<file path="src/rtl/bk_sum_decomposer_if.sv">
// Handshake bus for bk_sum_decomposer: {S, B} request in, interleaved {A, B} result out.
interface bk_sum_decomposer_if #(
  parameter int W = 12
) ();
  logic           in_valid;
  logic           in_ready;
  logic [W:0]     in_sum;
  logic [W-1:0]   in_addend;
  logic           out_valid;
  logic           out_ready;
  logic [2*W-1:0] out_pair;
  logic           out_err;

  modport master (
    output in_valid, in_sum, in_addend, out_ready,
    input  in_ready, out_valid, out_pair, out_err
  );

  modport slave (
    input  in_valid, in_sum, in_addend, out_ready,
    output in_ready, out_valid, out_pair, out_err
  );
endinterface

</file>
<file path="src/rtl/bk_sum_decomposer.sv">
// Digit-serial A = S - B with a one-bit borrow chain; the result is emitted in the
// Brent-Kung adder's interleaved operand layout so it can be replayed into the adder.
module bk_sum_decomposer #(
  parameter int W     = 12,
  parameter int DIGIT = 2
) (
  input  logic               clk,
  input  logic               rst_n,
  bk_sum_decomposer_if.slave bus
);
  localparam int NDIG = W / DIGIT;
  localparam int CW   = (NDIG > 1) ? $clog2(NDIG) : 1;
  localparam logic [CW-1:0] LAST_DIGIT = CW'(NDIG - 1);

  typedef enum logic [1:0] {IDLE, RUN, DONE} state_t;

  state_t          state_reg, state_next;
  logic [W-1:0]    s_sh_reg, b_sh_reg, b_reg, a_reg;
  logic            s_msb_reg, borrow_reg;
  logic [CW-1:0]   cnt_reg;
  logic [2*W-1:0]  pair_reg;
  logic            err_reg;

  logic            accept, last_digit, in_ready_c, out_valid_c;
  logic [DIGIT:0]  diff;
  logic [W-1:0]    a_next;
  logic [2*W-1:0]  pair_next;

  // Low DIGIT bits of the shifted operands are always the digit being resolved;
  // the extra top bit of diff is the outgoing borrow.
  assign diff = {1'b0, s_sh_reg[DIGIT-1:0]} - {1'b0, b_sh_reg[DIGIT-1:0]}
              - {{DIGIT{1'b0}}, borrow_reg};
  assign a_next     = {diff[DIGIT-1:0], a_reg[W-1:DIGIT]};
  assign last_digit = (cnt_reg == LAST_DIGIT);

  generate
    for (genvar gi = 0; gi < W; gi++) begin : g_interleave
      assign pair_next[2*gi]   = a_next[gi];
      assign pair_next[2*gi+1] = b_reg[gi];
    end
  endgenerate

  always_ff @(posedge clk) begin
    if (!rst_n) state_reg <= IDLE;
    else        state_reg <= state_next;
  end

  always_comb begin
    state_next  = state_reg;
    in_ready_c  = 1'b0;
    out_valid_c = 1'b0;
    accept      = 1'b0;
    case (state_reg)
      IDLE: begin
        in_ready_c = rst_n;
        if (bus.in_valid && rst_n) begin
          accept     = 1'b1;
          state_next = RUN;
        end
      end
      RUN: begin
        if (last_digit) state_next = DONE;
      end
      DONE: begin
        out_valid_c = 1'b1;
        if (bus.out_ready) state_next = IDLE;
      end
      default: state_next = IDLE;
    endcase
  end

  always_ff @(posedge clk) begin
    if (!rst_n) begin
      s_sh_reg   <= '0;
      b_sh_reg   <= '0;
      b_reg      <= '0;
      a_reg      <= '0;
      s_msb_reg  <= 1'b0;
      borrow_reg <= 1'b0;
      cnt_reg    <= '0;
      pair_reg   <= '0;
      err_reg    <= 1'b0;
    end else if (accept) begin
      s_sh_reg   <= bus.in_sum[W-1:0];
      s_msb_reg  <= bus.in_sum[W];
      b_sh_reg   <= bus.in_addend;
      b_reg      <= bus.in_addend;
      a_reg      <= '0;
      borrow_reg <= 1'b0;
      cnt_reg    <= '0;
    end else if (state_reg == RUN) begin
      s_sh_reg   <= s_sh_reg >> DIGIT;
      b_sh_reg   <= b_sh_reg >> DIGIT;
      a_reg      <= a_next;
      borrow_reg <= diff[DIGIT];
      cnt_reg    <= cnt_reg + 1'b1;
      // Result is latched once, on the step that resolves the top digit.
      if (last_digit) begin
        pair_reg <= pair_next;
        err_reg  <= s_msb_reg ^ diff[DIGIT];
      end
    end
  end

  assign bus.in_ready  = in_ready_c;
  assign bus.out_valid = out_valid_c;
  assign bus.out_pair  = pair_reg;
  assign bus.out_err   = err_reg;
endmodule
</file>
<file path="src/flat_wrapper.sv">
// flat-port wrapper written by rule: the top's interface ports become plain ports
module bk_sum_decomposer_flat 
#(
  parameter int W     = 12,
  parameter int DIGIT = 2
)
  (clk, rst_n, bus_in_valid, bus_in_sum, bus_in_addend, bus_out_ready, bus_in_ready, bus_out_valid, bus_out_pair, bus_out_err);
  bk_sum_decomposer_if #(.W(W)) bus_i ();
  input  logic clk;
  input  logic rst_n;
  input wire logic [$bits(bus_i.in_valid)-1:0] bus_in_valid;
  input wire logic [$bits(bus_i.in_sum)-1:0] bus_in_sum;
  input wire logic [$bits(bus_i.in_addend)-1:0] bus_in_addend;
  input wire logic [$bits(bus_i.out_ready)-1:0] bus_out_ready;
  output wire logic [$bits(bus_i.in_ready)-1:0] bus_in_ready;
  output wire logic [$bits(bus_i.out_valid)-1:0] bus_out_valid;
  output wire logic [$bits(bus_i.out_pair)-1:0] bus_out_pair;
  output wire logic [$bits(bus_i.out_err)-1:0] bus_out_err;
  assign bus_i.in_valid = bus_in_valid;
  assign bus_i.in_sum = bus_in_sum;
  assign bus_i.in_addend = bus_in_addend;
  assign bus_i.out_ready = bus_out_ready;
  assign bus_in_ready = bus_i.in_ready;
  assign bus_out_valid = bus_i.out_valid;
  assign bus_out_pair = bus_i.out_pair;
  assign bus_out_err = bus_i.out_err;
  bk_sum_decomposer #(.W(W), .DIGIT(DIGIT)) u_core (.clk(clk), .rst_n(rst_n), .bus(bus_i));
endmodule
</file>
<file path="config.mk">
export PLATFORM = sky130hd
export DESIGN_NAME = bk_sum_decomposer_flat
export DESIGN_NICKNAME = d
export VERILOG_FILES = /design/src/rtl/bk_sum_decomposer_if.sv /design/src/rtl/bk_sum_decomposer.sv /design/src/flat_wrapper.sv
export SDC_FILE = /design/constraint.sdc
export NUM_CORES = 1
export LEC_CHECK = 0
export BUFFER_PORTS_ARGS = -buffer_cell sky130_fd_sc_hd__clkbuf_2
export CAP_MARGIN = 20
export CORE_MARGIN = 5
export CORE_UTILIZATION = 48
export CTS_BUF_LIST = sky130_fd_sc_hd__clkbuf_8 sky130_fd_sc_hd__clkbuf_16
export DETAILED_ROUTE_END_ITERATION = 8
export PLACE_DENSITY = 0.78
export SLEW_MARGIN = 25
export SYNTH_ARGS = -nofsm -noshare
export SYNTH_HDL_FRONTEND = slang
export SYNTH_SLANG_ARGS = --single-unit
export TNS_END_PERCENT = 30
</file>
<file path="constraint.sdc">
create_clock -name clk -period 5.9 [get_ports clk]
set_input_delay 0.885 -clock clk [delete_from_list [all_inputs] [get_ports clk]]
set_output_delay 0.885 -clock clk [all_outputs]
set_load 0.1 [all_outputs]
</file>
; Word-level counts from Yosys, hierarchy flattened
; Index checks and enable logic that the tools add are counted.
; W data, S select, Z words.
[totals]
ram_bits = 0
memories = 0
mem_bits_ro = 0
out_inout_bits = 27
ff_bits = 80
latchBits = 0
[op_classes]
n_reduce_logical = 6
order_cmp = 0
shift = 0
n_mux = 12
div_mod_pow = 0
mul = 0
n_bitwise = 3
eq_ne = 6
n_addsub = 3
[ops]
columns = operator, count
row1 = $mux W12, 4
row2 = $mux W2, 3
row3 = $pmux W2 S3, 1
row4 = $reduce_and A3 Y1, 2
row5 = $mux W1, 4
row6 = $ne A2 B1 Y1 const B, 2
row7 = $add A3 B1 Y3 const B, 1
row8 = $eq A3 B3 Y1 const B, 1
row9 = $sub A2 B2 Y3, 1
row10 = $sub A3 B1 Y3, 1
row11 = $eq A2 B1 Y1 const B, 1
row12 = $eq A2 B2 Y1 const B, 1
row13 = $logic_not A2 Y1, 1
row14 = $ne A2 B2 Y1 const B, 1
row15 = $not A1 Y1, 2
row16 = $reduce_bool A2 Y1, 1
row17 = $reduce_or A2 Y1, 1
row18 = $logic_and A1 B1 Y1, 1
row19 = $xor A1 B1 Y1, 1

; Logic depth before layout (Yosys ltp)
[logic_depth]
ltp_word = 5
mapped_depth = 9
depth_no_buf = 9

; Worst setup path before layout
; No wires, ideal clock.
[synth_path]
kind = input port to output port
start = input rst_n
end = output bus_in_ready
n_path_buf = 2
path_stages = 3
slack_ns = 1.516
arrival_time_ns = 3.499
required_ns = 5.015
cell_sequence = buf_2 clkbuf_1 nor3b_1
[synth_between]
elab_chain_cells = 1
[synth_lines]
columns = element, line_no
row1 = start: declaration, flat_wrapper.sv:10  ; input logic rst_n;
row2 = $mux W1, bk_sum_decomposer.sv:53  ; case (state_reg)
row3 = end: declaration, flat_wrapper.sv:15  ; output wire logic [$bits(bus_i.in_ready)-1:0] bus_in_ready;
; No other way between the ends.

; Worst setup path in the final report
; Ends and elaborated chain as after synthesis.

==> summary.md <==
Setup total negative slack on the finished layout was measured at 0 ns. The most frequent cell on the critical path was clkbuf_2. For the final database, setup skew stands at 0.01053 ns. Count of instances resized after the clock tree is built: 0.

In this run, post-CTS hold repair placed 0 buffers. For this block, the via count after detailed routing is 2489. The commonest cells after synthesis are 91 x nand2_1, 78 x dfxtp_1, 45 x a21oi_1. STA classifies the critical path startpoint as an input port.

TritonCTS built the clock tree. The compound-gate portion of the synthesized area works out to 23.30%. For this run, asynchronously set or reset flops after synthesis account for 0%.

The tools report the number of max-cap violations as 0. The synthesized netlist devotes 15.58% of its cell area to simple gates. The logs give 8125 um^2 for the area of the die and 3.51 ns for the register-to-register path setup slack. Summed over all layers, the routed wires come to 6375 um. The class of the tightest hold or removal check is register to register.

Reg-to-reg critical path endpoint: u_core.bus.out_err. The tools report the post-route DRC violation count as 0. The detail route stage leaves a number of antenna-violating nets equal to 0. The routed wirelength normalized by instance count is 13.54 um. The run gives 48.83% as the initial standard-cell utilization of the core.

The initial antenna violation count was 0; the adder-cell share of the synthesized area was 2.922%. The number of global-route vias before repair is 2327. The dominant combinational cell family by area after synthesis is compound AO/OA/AOI/OAI gates.

Counting distinct cell types in the post-synthesis netlist gives 35. Global routing consumed, over all layers together, 16.37% of the routing resources. On the worst path, the slowest cell contributes a delay of 0.70 ns. The synthesized design devotes to its leading area cell type 50.65% of total area.

By area the synthesized netlist is led by dfxtp_1 51%, nand2_1 11%, a21oi_1 7.3%. The clock net in this run drives a total of 78 sinks. The setup violation total in the final timing report was 0. In the routed layout, each cell is associated on average with a via count of 5.285. IR analysis of the VDD net gives a maximum drop of 242.3 uV. Pin placement for this block handled 56 I/O pins. After synthesis the cells add up to 3083 um^2. The power density over the cells was 308.8 nW/um^2.

For the cell count after synthesis, the log shows 348. The initialized floorplan defines 29 standard-cell rows. The finished cells cover 3515 um^2. In this run the tool buffered the top-level ports with 55 buffer cells. The worst pin sits at a relative slew slack of 35.39%. The repair_antennas step left the layout with diodes totalling 0.

After the last flow step, the layout net total stands at 424. First-pass GRT wire length: 11020 um. The average footprint of a synthesized cell came out at 8.859 um^2. The final count of hold timing violations is 0, and the number of detailed-routing iterations run before antenna repair is 4. The register with the most flip-flops in the layout has 24 of them. The final period utilization works out to 54.71%.

The tools report the placed standard-cell area as 3299 um^2. The path with the worst hold slack has its endpoint at u_core.bus.out_pair[6]. Relative to the synthesized area, the layout overhead comes to 14.00%. At the end of the flow the core is filled with cells to 55.67%.

The highest achievable clock rate is 309.8 MHz. Most frequent cell after synthesis: nand2_1. Total overflow reported by the global router: 0. The post-route netlist has 19.80% of its cells at a drive strength greater than 1. The required time of the worst setup path was 5.02 ns. In this run the post-CTS setup repair buffer count came out at 0.

The placed wire-length estimate after detailed placement was 4164 um; the transition at the pin with the smallest max-transition slack was 0.9685 ns. In this run the vertical extent of the chip is 90.14 um. Of all nets on the critical path, the largest fanout is 58.

In this run the critical register-to-register path is launched from u_core.borrow_reg. In the synthesized netlist, mux cells make up 0% of the area. The total area inside the core boundary comes to 6314 um^2. Walking the worst path, the cells encountered are clkbuf_2 > nor3b_1 > clkbuf_2. The number of stages on the worst hold path is 2, and the xor and xnor fraction of the mapped netlist area is 1.136%.

Synthesis inferred 78 register bits. The pin count of the biggest net entering global routing was 59; the sequential area share after synthesis was 50.65%. The number of flops mapped to enable cells by yosys was 0.

The clock insertion delay at the later pin of the skew report is 0.35 ns, and the horizontal extent of the die is 90.14 um. For this design the static power due to leakage is 1.369 nW. The kind of end point of the critical path was an output pin.

Largest buffer count on any clock path: 2. The worst setup path is of the input port to output pin kind. Clock-pin slew was measured on the worst setup and hold paths at 0.09 ns. The logs give 2.34 ns for the data arrival time of the worst path and 3 for the number of H-tree levels. The routed design could run at a clock period as short as 3.228 ns. At the end of routability-driven placement, the weighted congestion stood at 0.7219. The number of slew-limit violations in the final report came out at 0.

Setup repair after global routing left no endpoint under its margin. dfxtp_1 takes more of the synthesized area than any other cell. Clock tree synthesis inserted a total of 9 buffers. The startpoint identified for the worst hold timing path is u_core.bus.out_pair[6]. The run finished with clean final reports.

Measured in cells, the most critical reg-to-reg path has a length of 9. The post-synthesis net count is 383. For this block, the initial DRC count from the detailed router was 140.

Yosys printed 0 warnings. The tools report the root buffer cell as clkbuf_8. The slowest stage of the critical path belongs to the cell clkbuf_2.

Among all flip-flop cells after synthesis, the most frequent one is dfxtp_1.
-- worst max-delay path by stage --
stage	to	startpoint	slack, ns	cells past startpoint
6_report	bus_in_ready	rst_n	2.67	3
5_1_grt	bus_in_ready	rst_n	2.55	3
4_1_cts	bus_in_ready	rst_n	2.65	3
3_5_place_dp	bus_in_ready	rst_n	2.66	3
3_3_place_gp	bus_in_ready	rst_n	2.66	3
2_1_floorplan	bus_in_ready	rst_n	1.52	3
-- layout by cell type, fill, tap and decap left out, types with 3 or more instances in the layout --
master / netlist / routed
nor2_1: 6 / 6
nand3_1: 3 / 3
xnor2_1: 3 / 3
inv_1: 6 / 6
ha_1: 4 / 4
clkbuf_2: 0 / 55
a22o_1: 13 / 13
a21boi_1: 8 / 8
o21ai_0: 18 / 18
a21oi_1: 45 / 45
nand2_1: 91 / 91
clkbuf_8: 0 / 9
dfxtp_1: 78 / 78
a21boi_0: 18 / 18
a211oi_1: 3 / 3
-- critical path: cells and delay by family --
family | cells | cell delay [ns]
buf+inv | 2 | 1.18
simple gates | 1 | 0.27
-- logic make-up (layout without fill, tap and decap cells) --
kind of cell / after synthesis / count (layout)
XOR/XNOR: 4 / 4
AND/OR/NAND/NOR: 113 / 113
AO/OA/AOI/OAI: 113 / 113
adder cells (fa/ha/maj): 6 / 6
flip-flops: 78 / 78
buffers and inverters: 34 / 80
-- through the flow --
step	std cells	worst slack [ns]	hold slack (ns)	power, W
CTS	470	2.648	0.4551	0.001094
global route	471	2.545	0.4750	0.001137
detailed placement	454	2.657	0.4438	0.0006889
finish	471	2.672	0.4552	0.001085
floorplan	348	1.516	0.4302	0.0006624
global placement	454	2.656	0.4367	0.0006840
-- where the power goes --
group          internal [W]  switching (W)
clock network      0.000201       0.000207
registers          0.000550      0.0000159
logic             0.0000433      0.0000684
-- layer usage --
metal | global-route usage, % | routed length [um] | up-vias
met5 | 0 | 0 | -
li1 | - | - | 1269
met2 | 25.98 | 2923 | 67
met3 | 6.427 | 424 | 13
met4 | 6.576 | 114 | 0
met1 | 19.81 | 2912 | 1140
-- final cells by class --
| cell class | count | area [um^2] |
|---|---|---|
| repair buffers | 58 | 301.5 |
| clock inverters | 7 | 80.08 |
| well taps | 77 | 96.34 |
| flip-flops and latches | 78 | 1562 |
| clock buffers | 9 | 123.9 |
| inverters | 6 | 22.52 |
| fillers | 586 | 2799 |
| multi-input cells | 236 | 1329 |
(Power assumes the default switching activity.)
